## config.mk

```make
export PLATFORM = sky130hd
export DESIGN_NAME = count_neighbour_mines_flat
export DESIGN_NICKNAME = d
export VERILOG_FILES = /design/src/rtl/count_neighbour_mines_if.sv /design/src/rtl/count_neighbour_mines.sv /design/src/flat_wrapper.sv
export SDC_FILE = /design/constraint.sdc
export NUM_CORES = 2
export LEC_CHECK = 0
export ABC_AREA = 0
export CAP_MARGIN = 20
export CORE_AREA = 2 2 588 590
export CTS_CLUSTER_SIZE = 8
export DETAILED_ROUTE_END_ITERATION = 8
export DIE_AREA = 0 0 590 592
export DONT_BUFFER_PORTS = 1
export MAX_ROUTING_LAYER = met4
export PLACE_DENSITY_LB_ADDON = 0.05
export SLEW_MARGIN = 15
export SYNTH_ARGS = -nofsm -noshare
export SYNTH_HDL_FRONTEND = slang
export SYNTH_SLANG_ARGS = --single-unit
```

## constraint.sdc

```tcl
create_clock -name clk -period 99.2 [get_ports clk]
set_input_delay 9.92 -clock clk [delete_from_list [all_inputs] [get_ports clk]]
set_output_delay 9.92 -clock clk [all_outputs]
set_load 0.05 [all_outputs]
```

## src/rtl/count_neighbour_mines_if.sv

```systemverilog
// Handshake and data bundle between mine generation, the count builder and the draw path.
// Carries the request, the mine bitmap, the status flags and the three count arrays.
interface count_neighbour_mines_if;
  logic [1:0]              level;
  logic                    start;
  logic [15:0][15:0]       mine_map;
  logic                    busy;
  logic                    done;
  logic [7:0][7:0][2:0]    num_arr_easy;
  logic [9:0][9:0][2:0]    num_arr_medium;
  logic [15:0][15:0][2:0]  num_arr_hard;

  modport master (
    output level,
    output start,
    output mine_map,
    input  busy,
    input  done,
    input  num_arr_easy,
    input  num_arr_medium,
    input  num_arr_hard
  );

  modport slave (
    input  level,
    input  start,
    input  mine_map,
    output busy,
    output done,
    output num_arr_easy,
    output num_arr_medium,
    output num_arr_hard
  );
endinterface

```

## src/rtl/count_neighbour_mines.sv

```systemverilog
// Builds per-cell neighbour-mine counts from a latched bitmap, one cell per clock.
// Optional NUM_CLEAR_ON_START_EN zeroes the selected array when a scan is accepted.
module count_neighbour_mines #(
  parameter int MAX_N = 16,
  parameter int CNT_W = 3
) (
  input logic clk,
  input logic rst,
  count_neighbour_mines_if.slave bus
);

  localparam int IW = $clog2(MAX_N);

  typedef enum logic [1:0] {
    IDLE,
    SCAN,
    DONE
  } state_t;

  state_t                  state;
  logic [1:0]              lvl_q;
  logic [15:0][15:0]       map_q;
  logic [IW-1:0]           row_q;
  logic [IW-1:0]           col_q;
  logic                    busy_q;
  logic                    done_q;
  logic [7:0][7:0][2:0]    easy_q;
  logic [9:0][9:0][2:0]    med_q;
  logic [15:0][15:0][2:0]  hard_q;

  logic [IW-1:0]           last_idx;
  logic [IW:0]             rr;
  logic [IW:0]             cc;
  logic [CNT_W:0]          nb;
  logic [CNT_W-1:0]        sat;
  logic                    accept;

  assign accept = bus.start && (bus.level != 2'd0);

  always_comb begin
    last_idx = IW'(MAX_N - 1);
    unique case (lvl_q)
      2'd1:    last_idx = IW'(7);
      2'd2:    last_idx = IW'(9);
      default: last_idx = IW'(MAX_N - 1);
    endcase
  end

  // Offsets are applied in IW+1 bits, so row/col -1 wraps high and fails the bound check.
  always_comb begin
    nb = '0;
    rr = '0;
    cc = '0;
    for (int i = 0; i < 3; i++) begin
      for (int j = 0; j < 3; j++) begin
        rr = {1'b0, row_q} + (IW+1)'(i) - (IW+1)'(1);
        cc = {1'b0, col_q} + (IW+1)'(j) - (IW+1)'(1);
        if (!(i == 1 && j == 1)
            && rr <= {1'b0, last_idx}
            && cc <= {1'b0, last_idx}) begin
          nb = nb + (CNT_W+1)'(map_q[rr[IW-1:0]][cc[IW-1:0]]);
        end
      end
    end
  end

  assign sat = nb[CNT_W] ? {CNT_W{1'b1}} : nb[CNT_W-1:0];

  always_ff @(posedge clk or posedge rst) begin
    if (rst) begin
      state  <= IDLE;
      lvl_q  <= 2'd0;
      map_q  <= '0;
      row_q  <= '0;
      col_q  <= '0;
      busy_q <= 1'b0;
      done_q <= 1'b0;
      easy_q <= '0;
      med_q  <= '0;
      hard_q <= '0;
    end else begin
      done_q <= 1'b0;
      unique case (state)
        IDLE: begin
          if (accept) begin
            state  <= SCAN;
            busy_q <= 1'b1;
            lvl_q  <= bus.level;
            map_q  <= bus.mine_map;
            row_q  <= '0;
            col_q  <= '0;
`ifdef NUM_CLEAR_ON_START_EN
            unique case (bus.level)
              2'd1:    easy_q <= '0;
              2'd2:    med_q  <= '0;
              default: hard_q <= '0;
            endcase
`endif
          end
        end
        SCAN: begin
          unique case (lvl_q)
            2'd1:    easy_q[row_q[2:0]][col_q[2:0]] <= sat;
            2'd2:    med_q[row_q][col_q]            <= sat;
            default: hard_q[row_q][col_q]           <= sat;
          endcase
          if (col_q == last_idx) begin
            col_q <= '0;
            if (row_q == last_idx) begin
              state  <= DONE;
              busy_q <= 1'b0;
              done_q <= 1'b1;
              row_q  <= '0;
            end else begin
              row_q <= row_q + 1'b1;
            end
          end else begin
            col_q <= col_q + 1'b1;
          end
        end
        DONE: begin
          state <= IDLE;
        end
        default: begin
          state <= IDLE;
        end
      endcase
    end
  end

  assign bus.busy           = busy_q;
  assign bus.done           = done_q;
  assign bus.num_arr_easy   = easy_q;
  assign bus.num_arr_medium = med_q;
  assign bus.num_arr_hard   = hard_q;

endmodule
```

## src/flat_wrapper.sv

```systemverilog
// flat-port wrapper written by rule: the top's interface ports become plain ports
module count_neighbour_mines_flat 
#(
  parameter int MAX_N = 16,
  parameter int CNT_W = 3
)
  (clk, rst, bus_level, bus_start, bus_mine_map, bus_busy, bus_done, bus_num_arr_easy, bus_num_arr_medium, bus_num_arr_hard);
  count_neighbour_mines_if bus_i ();
  input logic clk;
  input logic rst;
  input wire logic [$bits(bus_i.level)-1:0] bus_level;
  input wire logic [$bits(bus_i.start)-1:0] bus_start;
  input wire logic [$bits(bus_i.mine_map)-1:0] bus_mine_map;
  output wire logic [$bits(bus_i.busy)-1:0] bus_busy;
  output wire logic [$bits(bus_i.done)-1:0] bus_done;
  output wire logic [$bits(bus_i.num_arr_easy)-1:0] bus_num_arr_easy;
  output wire logic [$bits(bus_i.num_arr_medium)-1:0] bus_num_arr_medium;
  output wire logic [$bits(bus_i.num_arr_hard)-1:0] bus_num_arr_hard;
  assign bus_i.level = bus_level;
  assign bus_i.start = bus_start;
  assign bus_i.mine_map = bus_mine_map;
  assign bus_busy = bus_i.busy;
  assign bus_done = bus_i.done;
  assign bus_num_arr_easy = bus_i.num_arr_easy;
  assign bus_num_arr_medium = bus_i.num_arr_medium;
  assign bus_num_arr_hard = bus_i.num_arr_hard;
  count_neighbour_mines #(.MAX_N(MAX_N), .CNT_W(CNT_W)) u_core (.clk(clk), .rst(rst), .bus(bus_i));
endmodule
```

==> results.toml <==
[clocking]
cts-resized-gates = 0
clock_sinks = 1530
htreeDepth = 4
postCtsSetupBuffers = 0
cts_buffers = 217
clk_latency_ns = 0.89
cts_tree = "done"
cts_buffer_depth = 4
cts.clk_slew.worst_paths_ns = 0.06
cts_root_buf = "clkbuf_16"
cts_hold_buffers = 0

[power]
sequentialPowerShare_pct = 47.1
combinationalPowerShare_pct = 1.1
p_leak_nw = 33.08
ir_drop_uv = 14.67
p_switching_uw = 306.7
swShare_pct = 23.12
p_clk_share_pct = 51.8
power.internal_mw = 1.020
power.density_nw_per_um2 = 17.56
p_total_mw = 1.327

[timing]
setup_viol = 0
max_freq_mhz = 74.90
clock_skew_ns = 0.06398
slew_headroom_pct = 17.88
setup_tns_ns = 0
fin_crit_ns = 13.35
hold_violations = 0
rsz0062_at_grt = "no"
whs_ns = 0.5249
period_share_pct = 13.46
worst_pin_slew_ns = 1.232
drv_slew = 0

[detailed_routing]
routed_wl_mm = 358.9
drt_iter0_drc = 2953
ant_nets = 0
wire_per_inst_um = 31.98
dr.pass1.iters = 5
via_per_inst = 4.338
num_vias = 48690
route.detailed.drc = 0

[setup_path]
crit_chain = "inv_8, buf_4, buf_4, buf_4, buf_4, buf_4"
critPathMostFrequentCell = "buf_4"
cp.depth = 6
crit_buf_inv = 6
crit_required_ns = 100.13
critPathKind = "in -> async"
end_kind = "async pin"
cp-start-kind = "input port"
cp_top_family = "buffers and inverters"
r2r_cells = 40
worstPathArrival_ns = 14.28
critPathMaxFanout = 101
slowest_stage = "buf_4"
slowest_delay_ns = 0.79

[synthesis]
synth_flop_cell = "dfrtp_1"
synthArstFlopShare_pct = 100.0
netlist_instances = 6591
netlist_area_um2 = 64210
synth_area_per_cell_um2 = 9.742
synth_edf_count = 0
synth_nets = 6894
yosysSeqAreaShare_pct = 59.63
yosysUniqueCellTypes = 78
ys_ff_latch = 1530
ys_warn_count = 0

[floorplanning]
die_w_um = 590
io_pins = 1523
die_y_um = 592
rows = 215
start_util_pct = 18.75
dieArea_um2 = 349300
core-area_um2 = 342400

[finish]
final_nets = 6897
drive_above_1_share_pct = 9.203
nFillCells = 37350
syn_to_final_growth_pct = 17.65

[job]
drv_cap = 0

[placed_design]
io_buffers = 0
dp_hpwl_mm = 264.5
gp_congestion = 0.8268

[global_route]
grt_pass1_vias = 48240
grt_usage_pct = 20.54
antenna_found_initial = 54
overflow = 0
grt_pass1_wl_mm = 476.4
grt_max_degree = 153

[worst_hold_path]
hold_class = "reg -> reg"
hold_depth = 2

[run_status]
outcome = "finished, final reports clean"
-- metrics by stage --
step / cells / setup WS [ns] / utilization (%) / instance area [um2]
4_1_cts: 11180 / 85.69 / 22.02 / 75400
6_report: 11220 / 85.85 / 22.06 / 75540
3_3_place_gp: 10930 / 84.79 / 20.31 / 69570
2_1_floorplan: 6591 / 46.12 / - / 64210
3_5_place_dp: 10930 / 84.68 / 20.32 / 69580
5_1_grt: 11210 / 85.28 / 22.05 / 75520
-- cells in the mapped netlist, drive strengths merged (5+ instances only) --
cell type / n / area share (%)
nand3b: 6 / 0.070
nand2: 2558 / 15
o31a: 8 / 0.11
and3: 11 / 0.11
o22ai: 63 / 0.61
xnor2: 11 / 0.19
buf: 187 / 1.7
nor3: 32 / 0.25
a21oi: 52 / 0.41
a22oi: 6 / 0.070
o32ai: 6 / 0.12
o211ai: 7 / 0.082
dfrtp: 1530 / 60
mux2: 40 / 0.70
nor4: 13 / 0.13
nand2b: 7 / 0.068
nor2: 126 / 0.74
o221ai: 9 / 0.12
a31oi: 9 / 0.088
mux4: 130 / 4.6
inv: 17 / 0.099
o21ai: 1306 / 10
a211o: 8 / 0.11
ha: 42 / 0.82
and2: 18 / 0.18
mux2i: 85 / 1.3
nand3: 40 / 0.31
o31ai: 10 / 0.15
nand4: 5 / 0.049
a211oi: 18 / 0.21
clkbuf: 163 / 0.95
-- sequential cells by signal (all words and copies together) (netlist names) --
register	cells
u_core.bus.done	1
u_core.lvl_q	2
u_core.bus.num_arr_hard	768
u_core.bus.num_arr_medium	300
u_core.bus.busy	1
u_core.state	2
u_core.row_q	4
u_core.bus.num_arr_easy	192
u_core.col_q	4
u_core.map_q	256
-- cell type report --
type | instances | area, um2 | area share, %
Antenna cell | 38 | 95.09 | 0.1259
Sequential cell | 1530 | 38300 | 50.70
Clock inverter | 13 | 231.5 | 0.3064
Inverter | 21 | 86.33 | 0.1143
Clock buffer | 240 | 5588 | 7.397
Multi-Input combinational cell | 4690 | 24410 | 32.31
Timing Repair Buffer | 134 | 1129 | 1.494
Tap cell | 4557 | 5702 | 7.548
-- routing by layer --
layer	track usage [%]	routed length (um)	up-vias
li1	-	-	22340
met1	22.99	139300	24350
met2	35.52	181900	1616
met3	6.287	28110	378
met4	5.071	9626	0
met5	-	0	-
-- path summary, 6_finish.rpt --
check / start / endpoint / slack (ns)
worst max-delay path: rst / u_core.bus.num_arr_hard[685] / 85.85
worst min-delay path: u_core.map_q[108] / u_core.map_q[108] / 0.52
worst min register to register: u_core.map_q[108] / u_core.map_q[108] / 0.52
max in group clk: u_core.row_q[1] / u_core.bus.num_arr_hard[463] / 86.34
worst max register to register: u_core.row_q[1] / u_core.bus.num_arr_hard[463] / 86.34
min in group asynchronous: rst / u_core.bus.num_arr_medium[12] / 9.00
-- cell families after synthesis --
| group | synth area share (%) |
|---|---|
| XOR/XNOR | 0.2845 |
| buffers and inverters | 2.742 |
| adder cells (fa/ha/maj) | 0.8184 |
| flip-flops | 59.63 |
| AO/OA/AOI/OAI | 12.77 |
| AND/OR/NAND/NOR | 17.18 |
| multiplexers | 6.586 |
-- cell usage in the layout (no fill, tap or decap), types with 10 or more instances in the layout --
cell type,n
clkbuf_1,17
nor2_2,10
nand3_1,40
o21ai_0,1269
nor3_2,10
inv_1,13
ha_1,41
mux2_2,40
nand2_1,2558
buf_4,123
nor3_1,22
mux2i_1,84
o22ai_1,63
nor4_1,13
diode_2,38
a211oi_1,18
a21oi_1,52
nor2_1,103
and3_1,10
mux4_2,130
dfrtp_1,1525
clkbuf_16,218
o21ai_1,37
nor2_4,13
-- power by group through the flow --
stage | Sequential, mW | Clock, mW | Combinational (mW)
floorplan | 0.637 | 0 | 0.00911
global placement | 0.636 | 0 | 0.0153
detailed placement | 0.636 | 0 | 0.0155
CTS | 0.625 | 0.716 | 0.0155
global route | 0.624 | 0.737 | 0.0170
finish | 0.625 | 0.688 | 0.0143
-- tightest hold or removal path, delay by kind of cell (launching register included) --
| kind | cells | cell delay [ns] |
|---|---|---|
| DFF | 1 | 0.38 |
| and+or+nand+nor | 2 | 0.12 |
(Power assumes the default switching activity.)
